File: config.mk
export PLATFORM = sky130hd
export DESIGN_NAME = gpio_cfg_sequencer
export DESIGN_NICKNAME = d
export VERILOG_FILES = /design/src/rtl/gpio_cfg_pkg.sv /design/src/rtl/gpio_cfg_bit_timer.sv /design/src/rtl/gpio_cfg_sequencer.sv
export SDC_FILE = /design/constraint.sdc
export NUM_CORES = 1
export LEC_CHECK = 0
export CAP_MARGIN = 40
export CORE_MARGIN = 5
export CORE_UTILIZATION = 49
export CTS_CLUSTER_DIAMETER = 60
export DETAILED_ROUTE_END_ITERATION = 8
export GPL_TIMING_DRIVEN = 0
export PLACE_DENSITY = 0.69
export SLEW_MARGIN = 25
export SYNTH_ARGS = -nofsm -noshare
export SYNTH_HDL_FRONTEND = slang
export SYNTH_SLANG_ARGS = --single-unit
File: constraint.sdc
create_clock -name clk -period 4.8 [get_ports clk]
set_input_delay 0.96 -clock clk [delete_from_list [all_inputs] [get_ports clk]]
set_output_delay 0.96 -clock clk [all_outputs]
set_load 0.005 [all_outputs]
File: src/rtl/gpio_cfg_pkg.sv
// Shared constants and types for the GPIO pad configuration sequencer.
// Pad mode words, address width and the chain-shifting FSM state encoding.
package gpio_cfg_pkg;

  localparam int CFG_W     = 13;
  localparam int MAX_PADS  = 38;
  localparam int ADDR_W    = $clog2(MAX_PADS);
  localparam int BIT_W     = $clog2(CFG_W);

  // Pad mode words: management standard input (reset), management output, user bidir
  localparam logic [CFG_W-1:0] CFG_RESET      = 13'h0403;
  localparam logic [CFG_W-1:0] CFG_MGMT_OUT   = 13'h1809;
  localparam logic [CFG_W-1:0] CFG_USER_BIDIR = 13'h1801;

  typedef enum logic [2:0] {
    IDLE,
    SETUP,
    CLK_HI,
    LOAD,
    DONE
  } state_t;

endpackage

File: src/rtl/gpio_cfg_bit_timer.sv
// Phase timer for the serial chain: counts CLK_DIV cycles while run is high
// and flags the last cycle of each phase so the FSM can move on.
module gpio_cfg_bit_timer
  import gpio_cfg_pkg::*;
#(
  parameter int CLK_DIV = 2
) (
  input  logic clk,
  input  logic resetn,
  input  logic run,
  output logic phase_end
);

  localparam int CW = (CLK_DIV > 1) ? $clog2(CLK_DIV) : 1;
  localparam logic [CW-1:0] LAST = CW'(CLK_DIV - 1);

  logic [CW-1:0] count_reg;

  assign phase_end = run && (count_reg == LAST);

  // Restarting on phase_end keeps every phase exactly CLK_DIV cycles long.
  always_ff @(posedge clk or negedge resetn) begin
    if (!resetn) begin
      count_reg <= '0;
    end else if (!run || phase_end) begin
      count_reg <= '0;
    end else begin
      count_reg <= count_reg + CW'(1);
    end
  end

endmodule

File: src/rtl/gpio_cfg_sequencer.sv
// Per-pad configuration store that serially loads both mprj_io control-block
// chains in lockstep, MSB first, finishing with a parallel-load strobe.
module gpio_cfg_sequencer
  import gpio_cfg_pkg::*;
#(
  parameter int AREA1PADS  = 19,
  parameter int TOTAL_PADS = 38,
  parameter int CLK_DIV    = 2,
  parameter int AUTO_LOAD  = 1
) (
  input  logic              clk,
  input  logic              resetn,
  input  logic              cfg_we,
  input  logic [ADDR_W-1:0] cfg_addr,
  input  logic [CFG_W-1:0]  cfg_wdata,
  output logic [CFG_W-1:0]  cfg_rdata,
  output logic              cfg_err,
  input  logic              xfer_start,
  output logic              busy,
  output logic              done,
  output logic              serial_clock,
  output logic              serial_load,
  output logic              serial_resetn,
  output logic              serial_data_1,
  output logic              serial_data_2
);

  localparam int AREA2PADS = TOTAL_PADS - AREA1PADS;
  localparam int MAXP      = (AREA1PADS > AREA2PADS) ? AREA1PADS : AREA2PADS;
  localparam int PAD1      = MAXP - AREA1PADS;
  localparam int PAD2      = MAXP - AREA2PADS;
  localparam int SLOT_W    = $clog2(MAXP + 1);

  localparam logic [ADDR_W-1:0] NPADS     = ADDR_W'(TOTAL_PADS);
  localparam logic [SLOT_W-1:0] LAST_SLOT = SLOT_W'(MAXP - 1);
  localparam logic [BIT_W-1:0]  TOP_BIT   = BIT_W'(CFG_W - 1);

  logic [CFG_W-1:0]  words [TOTAL_PADS];
  state_t            state_reg;
  logic [SLOT_W-1:0] slot_reg;
  logic [BIT_W-1:0]  bit_reg;
  logic              auto_req_reg;

  logic              run;
  logic              phase_end;
  logic              start;
  logic              addr_ok;
  logic              last_bit;
  logic [SLOT_W-1:0] slot_next;
  logic [BIT_W-1:0]  bit_next;
  logic              data1_next;
  logic              data2_next;

  assign run      = state_reg inside {SETUP, CLK_HI, LOAD};
  assign start    = xfer_start | auto_req_reg;
  assign addr_ok  = cfg_addr < NPADS;
  assign last_bit = (slot_reg == LAST_SLOT) && (bit_reg == '0);

  gpio_cfg_bit_timer #(
    .CLK_DIV(CLK_DIV)
  ) u_timer (
    .clk      (clk),
    .resetn   (resetn),
    .run      (run),
    .phase_end(phase_end)
  );

  // Next slot/bit and the data bit each chain presents for it. Chain 1 walks
  // pads downward from the top of area1, chain 2 upward from the bottom of area2.
  always_comb begin
    int s;
    slot_next  = '0;
    bit_next   = TOP_BIT;
    data1_next = 1'b0;
    data2_next = 1'b0;
    if (state_reg != IDLE) begin
      if (bit_reg == '0) begin
        slot_next = slot_reg + SLOT_W'(1);
      end else begin
        slot_next = slot_reg;
        bit_next  = bit_reg - BIT_W'(1);
      end
    end
    s = int'(slot_next);
    if (s >= PAD1 && s < MAXP) begin
      data1_next = words[ADDR_W'(MAXP - 1 - s)][bit_next];
    end
    if (s >= PAD2 && s < MAXP) begin
      data2_next = words[ADDR_W'(AREA1PADS - PAD2 + s)][bit_next];
    end
  end

  always_ff @(posedge clk or negedge resetn) begin
    if (!resetn) begin
      for (int i = 0; i < TOTAL_PADS; i++) begin
        words[i] <= CFG_RESET;
      end
      cfg_rdata <= '0;
      cfg_err   <= 1'b0;
    end else begin
      cfg_err   <= cfg_we & (busy | ~addr_ok);
      cfg_rdata <= addr_ok ? words[cfg_addr] : '0;
      if (cfg_we && !busy && addr_ok) begin
        words[cfg_addr] <= cfg_wdata;
      end
    end
  end

  always_ff @(posedge clk or negedge resetn) begin
    if (!resetn) begin
      state_reg     <= IDLE;
      slot_reg      <= '0;
      bit_reg       <= '0;
      auto_req_reg  <= 1'b0;
      busy          <= 1'b0;
      done          <= 1'b0;
      serial_clock  <= 1'b0;
      serial_load   <= 1'b0;
      serial_data_1 <= 1'b0;
      serial_data_2 <= 1'b0;
      serial_resetn <= 1'b0;
    end else begin
      serial_resetn <= 1'b1;
      // serial_resetn still low marks the first edge after release
      auto_req_reg  <= (AUTO_LOAD != 0) && !serial_resetn;
      done          <= 1'b0;
      unique case (state_reg)
        IDLE: begin
          if (start) begin
            state_reg     <= SETUP;
            busy          <= 1'b1;
            slot_reg      <= slot_next;
            bit_reg       <= bit_next;
            serial_data_1 <= data1_next;
            serial_data_2 <= data2_next;
          end
        end
        SETUP: begin
          if (phase_end) begin
            state_reg    <= CLK_HI;
            serial_clock <= 1'b1;
          end
        end
        CLK_HI: begin
          if (phase_end) begin
            serial_clock <= 1'b0;
            if (last_bit) begin
              state_reg     <= LOAD;
              serial_load   <= 1'b1;
              serial_data_1 <= 1'b0;
              serial_data_2 <= 1'b0;
            end else begin
              state_reg     <= SETUP;
              slot_reg      <= slot_next;
              bit_reg       <= bit_next;
              serial_data_1 <= data1_next;
              serial_data_2 <= data2_next;
            end
          end
        end
        LOAD: begin
          if (phase_end) begin
            state_reg   <= DONE;
            serial_load <= 1'b0;
            done        <= 1'b1;
          end
        end
        DONE: begin
          state_reg <= IDLE;
          busy      <= 1'b0;
        end
        default: state_reg <= IDLE;
      endcase
    end
  end

endmodule
# After elaboration in Yosys (flattened, before gate mapping)
# Index checks and enable logic that the tools add are counted.
[op_classes]
addsub = 5
n_mul = 0
n_div = 0
order_cmp = 7
eq_ne = 11
shift = 0
mux = 56
bitwise_logic = 7
reduce_logical = 23
[op_table]
columns = ["operator", "n"]
rows = [
  ["494-bit bitwise mux", 1],
  ["13-bit binary-select mux with 6-bit select", 3],
  ["13-bit two-way mux", 8],
  ["13-bit demux with 6-bit select", 1],
  ["5-bit two-way mux", 5],
  ["4-bit two-way mux", 5],
  ["1-bit two-way mux", 18],
  ["6-bit by 7-bit greater-or-equal comparator with 1-bit output, second input constant", 2],
  ["3-bit two-way mux", 4],
  ["6-bit NOT", 2],
  ["3-bit case mux with 4 select lines", 1],
  ["4-bit AND reduction", 3],
  ["1-bit case mux with 2 select lines", 5],
  ["5-bit case mux with 2 select lines", 1],
  ["1-bit binary-select mux with 4-bit select", 2],
  ["4-bit case mux with 2 select lines", 1],
  ["2-bit nonzero test", 4],
  ["7-bit greater-or-equal comparator, second input constant", 1],
  ["7-bit by 1-bit less-than comparator with 1-bit output, second input constant", 1],
  ["6-bit NOT with 7-bit output", 1],
  ["5-bit by 5-bit adder with 6-bit output, first input constant", 1],
  ["3-bit by 2-bit == test with 1-bit output, second input constant", 2],
  ["6-bit less-than comparator, second input constant", 1],
  ["2-bit by 1-bit != test with 1-bit output, second input constant", 3],
  ["other kinds (22)", 33],
]
[word_totals]
ff_bits = 529
latch_bits = 0
ramBits = 0
rom_bits = 0
word_cells = 161
mem_count = 0

# Logic depth before layout (Yosys ltp)
[depth]
ltp_word = 14
mapped_depth = 23
mapped_depth_nobuf = 17

# Hierarchy
# A second synthesis with hierarchy kept.
[hier_totals]
cells_unflattened = 2613
area_unflattened_um2 = 32125.8
[by_module_without_submodules]
columns = ["mod", "instances", "cells_per_inst", "area_per_inst_um2", "seq_area_each_um2"]
rows = [
  ["gpio_cfg_sequencer", 1, 2610, 32084.5, 13355.3],
  ["gpio_cfg_bit_timer", 1, 3, 41.3, 25.0],
]

# Least setup slack after synthesis
# OpenSTA, ideal clock, no wires.
[synth_path]
path_type = "register to register"
start = "reg bit_reg[0]"
end = "reg serial_data_2"
setup_time_ps = 132
arrival_ps = 4550
required_ps = 4668
setup_slack_ps = 117
path_stages_with_launch = 22
path_buffers = 7
synth_period_minus_slack_ps = 4683
cell_sequence = "dfrtp_1 -> inv_1 -> ha_1 -> nor3b_4 -> xnor2_2 -> nand2_4 -> buf_4 -> buf_4 -> buf_2 -> ha_1 -> clkinv_1 -> buf_2 -> buf_1 -> clkbuf_1 -> clkbuf_1 -> mux4_2 -> nand2_1 -> nand3_1 -> a21oi_1 -> a211oi_1 -> o31ai_1 -> o22ai_1"
[synth_between]
elab_chain_cells = 14
word_cells_on_any_way = 20
[synth_rtl]
columns = ["item", "line_no", "rtl"]
rows = [
  ["start: declaration", "gpio_cfg_sequencer.sv:41", "logic [BIT_W-1:0] bit_reg;"],
  ["start signal: assignment", "gpio_cfg_sequencer.sv:133", "bit_reg <= bit_next;"],
  ["start signal: assignment", "gpio_cfg_sequencer.sv:155", "bit_reg <= bit_next;"],
  ["4-bit logical NOT", "gpio_cfg_sequencer.sv:57, gpio_cfg_sequencer.sv:77", ""],
  ["5-bit two-way mux", "gpio_cfg_sequencer.sv:77", "if (bit_reg == '0) begin"],
  ["5-bit two-way mux", "gpio_cfg_sequencer.sv:76", "if (state_reg != IDLE) begin"],
  ["5-bit by 5-bit adder with 6-bit output", "gpio_cfg_sequencer.sv:89", "data2_next = words[ADDR_W'(AREA1PADS - PAD2 + s)][bit_next];"],
  ["6-bit NOT (implied by the code)", "gpio_cfg_sequencer.sv:89", ""],
  ["13-bit binary-select mux with 6-bit select", "gpio_cfg_sequencer.sv:89", ""],
  ["13-bit two-way mux (implied by the code) (2 in a row)", "gpio_cfg_sequencer.sv:89", ""],
  ["1-bit binary-select mux with 4-bit select", "gpio_cfg_sequencer.sv:89", ""],
  ["1-bit two-way mux (implied by the code)", "gpio_cfg_sequencer.sv:89", ""],
  ["1-bit two-way mux", "gpio_cfg_sequencer.sv:88", "if (s >= PAD2 && s < MAXP) begin"],
  ["1-bit two-way mux", "gpio_cfg_sequencer.sv:147", "if (last_bit) begin"],
  ["1-bit two-way mux", "gpio_cfg_sequencer.sv:145", "if (phase_end) begin"],
  ["1-bit case mux with 2 select lines (*)", "gpio_cfg_sequencer.sv:127", "unique case (state_reg)"],
  ["end signal: assignment", "gpio_cfg_sequencer.sv:135", "serial_data_2 <= data2_next;"],
  ["end signal: assignment", "gpio_cfg_sequencer.sv:157", "serial_data_2 <= data2_next;"],
  ["end: declaration", "gpio_cfg_sequencer.sv:25", "output logic serial_data_2"],
]
# Mark *: on every way between the ends. The rest lies on a longest branch, timed or not. The select of a mux whose other input is x is not followed.
# A chain may end at the register's enable or synchronous reset.

# Final worst setup path
[layout_path]
start = "in cfg_addr[1]"
end = "reg cfg_rdata[6]"
[layout_between]
elab_chain_cells = 5
word_cells_on_any_way = 6
[layout_rtl]
columns = ["item", "line_no", "rtl"]
rows = [
  ["start: declaration", "gpio_cfg_sequencer.sv:14", "input logic [ADDR_W-1:0] cfg_addr,"],
  ["6-bit NOT with 7-bit output (implied by the code)", "gpio_cfg_sequencer.sv:102", "cfg_rdata <= addr_ok ? words[cfg_addr] : '0;"],
  ["13-bit binary-select mux with 6-bit select", "gpio_cfg_sequencer.sv:102", ""],
  ["13-bit two-way mux (implied by the code) (2 in a row)", "gpio_cfg_sequencer.sv:102", ""],
  ["13-bit two-way mux (*)", "gpio_cfg_sequencer.sv:102", ""],
  ["end signal: assignment", "gpio_cfg_sequencer.sv:102", ""],
  ["end: declaration", "gpio_cfg_sequencer.sv:16", "output logic [CFG_W-1:0] cfg_rdata,"],
]
# Marks and branches as above.

==> key figures <==
Synthesis
  – Synth Area in XOR/XNOR: 0.454%
  – Adder-cell area share of the yosys netlist: 0.194%
  – Async SR Flop Fraction: 100%
  – Synth Area in Compound Gates: 11.1%
  – Cell taking the most area after synthesis: dfrtp_1
  – Yosys reg bits: 529
  – Sequential area share after synthesis: 41.5%
  – Multiplexer share of the synthesized area: 36.8%
  – Top cells by count, synth: 510 x mux2_2, 415 x dfrtp_1, 218 x mux4_2
  – Netlist Area Pre-Place: 32300 sq um
  – Syn. warnings: 0
  – Ys flop type: dfrtp_1
  – Largest cells by area after synthesis: dfrtp_1 32%, mux2_2 18%, mux4_2 15%, dfstp_2 9.3%, mux2i_1 3.8%
  – Post-Syn Nets: 2582
  – Most numerous cell in the Yosys netlist: mux2_2
  – Post-synth cell types: 92
  – Largest family of logic cells by synthesized area: multiplexers
  – Syn avg cell area: 12.6 sq um
  – Syn Inst Count: 2554
  – Post-synth EDFFs: 0
  – Post-synth top area share: 32.2%
  – Simple-gate share of the synthesized area: 5.82%

Finish
  – Storage element area: 13400 sq um
  – Ratio of cells with drive above 1 in the final layout: 45.1%
  – Fin nets: 2792
  – Finished Cell Area: 38100 sq um
  – Layout filler cell count: 5297
  – Area growth from synthesis to layout: 18.2%
  – Largest register FFs: 494
  – Area of the multi-input gates: 18000 sq um

Timing
  – Achievable Freq: 195 MHz
  – Final setup violation count: 21
  – Final Slew Violations: 0
  – Normalized max-slew margin: 32.7%
  – Final Critical Period: 5.14 ns
  – Final Hold Viols: 0
  – Setup ws final: -0.338 ns
  – Tightest Pin Transition: 1.01 ns
  – Fin crit share: 107%
  – Final TNS setup: -2.44 ns
  – Worst Skew: 0.0292 ns

Die
  – Floorplan die width: 267 um
  – DIE AREA: 71100 sq um
  – CORE AREA: 65500 sq um
  – Initial core utilization: 49.3%
  – Die Y-Extent: 267 um
  – Ports: 44
  – Row count: 94

GRT
  – Total gr overflow: 0
  – Number of global-route vias before repair: 27.5k
  – Gr usage total: 46.0%
  – First-pass GRT wire length: 227 mm
  – Largest net degree at the start of global routing: 97
  – Initial antenna violation count: 23

Clock network
  – Clk Latency, worst-skew pair: 0.64 ns
  – Sink Count: 529
  – Bufs on Longest Clock Path: 3
  – CTS root buffer: clkbuf_16
  – Clk slew on worst S/H paths: 0.06 ns
  – CTS Buf Count: 66
  – CTS tree: yes
  – H-tree depth: 3
  – Hold_buf cts: 0

Setup path
  – RR Endpoint: serial_data_2$_DFFE_PN0P_
  – Critical path type: in2reg
  – CP required: 5.22 ns
  – WP data arrival: 5.56 ns
  – CP startpoint kind: input port
  – Reg-to-reg setup timing slack: -0.03 ns
  – Maximum fanout along the worst path: 12
  – Worst setup EP type: flop
  – R2r startpoint: bit_reg[1]$_DFFE_PN0P_
  – R2R depth: 20

Placed design
  – Dpl ws: -2.73 ns
  – Count of input and output buffers: 29
  – Post-DP Area: 34800 sq um
  – Detail Placement HPWL: 122 mm
  – GP Congestion: 1.08

Route
  – DRT iter0 DRCs: 4842
  – DRC: 0
  – Average vias per placed instance: 7.69
  – Drt total wl: 166 mm
  – First-pass DRT Iterations: 6
  – Wirelength per Cell: 45.0 um
  – Antenna Violating Nets Remaining: 0
  – Via count: 28.4k

Status
  – Status: finished with violations
  – Failing checks: negative setup slack

Power and ir drop
  – Leak: 16.0 nW
  – VDD IR-drop max: 276 uV
  – Power per cell area: 345 nW/um^2

Flow run
  – Max Cap Viol: 0

Min path
  – Min-Delay Path Class: in2async
-- final cells by class --
type	instances	share of cell area, %
Sequential cell	529	35.1
Clock buffer	94	5.06
Tap cell	864	2.83
Inverter	23	0.279
Timing Repair Buffer	145	4.34
Antenna cell	13	0.0853
Multi-Input combinational cell	1735	47.2
Buffer	264	4.41
Clock inverter	28	0.745
-- stage by stage --
step | cells | hold slack (ns) | utilization, % | power [mW]
floorplan | 2554 | 0.417 | - | 6.86
global placement | 3447 | 0.401 | 51.4 | 7.73
detailed placement | 3529 | 0.411 | 53.2 | 7.87
CTS | 3664 | 0.243 | 57.8 | 13.0
global route | 3682 | 0.271 | 58.2 | 13.4
finish | 3695 | 0.242 | 58.2 | 13.1
-- per-layer routing --
metal,share of wire (%),global-route usage [%],vias up
met3,16,25.0,810
met4,8.6,28.2,18
li1,-,-,10500
met2,39,61.8,2680
met1,36,57.8,14400
met5,0.16,1.08,-
-- cells in the final DEF, fill, tap and decap left out, types with 38 or more instances in the layout --
cell       count
nand3_1       38
dfstp_2      114
mux2i_1      115
nor2_1        61
o21ai_0       41
clkbuf_16     70
a21oi_1       47
buf_4         40
a22oi_1      135
mux2_2       510
nand2_1      145
clkbuf_1     126
dfrtp_1      415
mux4_2       218
buf_6         76
a221oi_1      47
-- cell families after synthesis --
family                     Yosys count
muxes                              851
DFF                                529
AOI/OAI and AO/OA                  483
and+or+nand+nor                    383
buffers and inverters              290
xor gates and xnor gates            12
adders and majority gates            5
other                                1
-- repair_timing --
action,in CTS,in global routing
buffers inserted,13,17
hold endpoints to repair,0,0
pin swaps,14,15
setup endpoints to repair,11,3
resized for setup,152,35
-- worst max-delay path by stage --
| stage | from | end | slack (ns) | cells past startpoint |
|---|---|---|---|---|
| 3_5_place_dp | bit_reg[0]$_DFFE_PN0P_ | serial_data_2$_DFFE_PN0P_ | -2.73 | 20 |
| 2_1_floorplan | bit_reg[0]$_DFFE_PN0P_ | serial_data_2$_DFFE_PN0P_ | 0.12 | 21 |
| 6_report | cfg_addr[1] | cfg_rdata[6]$_DFF_PN0_ | -0.34 | 11 |
| 3_3_place_gp | resetn | words[148]$_DFFE_PN0P_ | -19.89 | 1 |
| 5_1_grt | bit_reg[1]$_DFFE_PN0P_ | serial_data_2$_DFFE_PN0P_ | -0.05 | 22 |
| 4_1_cts | bit_reg[1]$_DFFE_PN0P_ | serial_data_2$_DFFE_PN0P_ | -0.02 | 22 |
-- worst max-delay path, stage by stage --
cell and delay, ns:
clkbuf_1 0.66, nor2b_2 0.59, nor2b_1 0.19, clkbuf_1 0.45, buf_2 0.74, a22oi_1 0.20
nand4_1 0.34, nor2_1 0.14, a311oi_1 0.56, a21oi_1 0.07, o21ai_0 0.64
-- where the power goes --
group | internal [mW] | switching (mW)
Sequential | 5.12 | 0.663
Combinational | 1.09 | 1.13
Clock | 3.00 | 2.14
(Power assumes the default switching activity.)
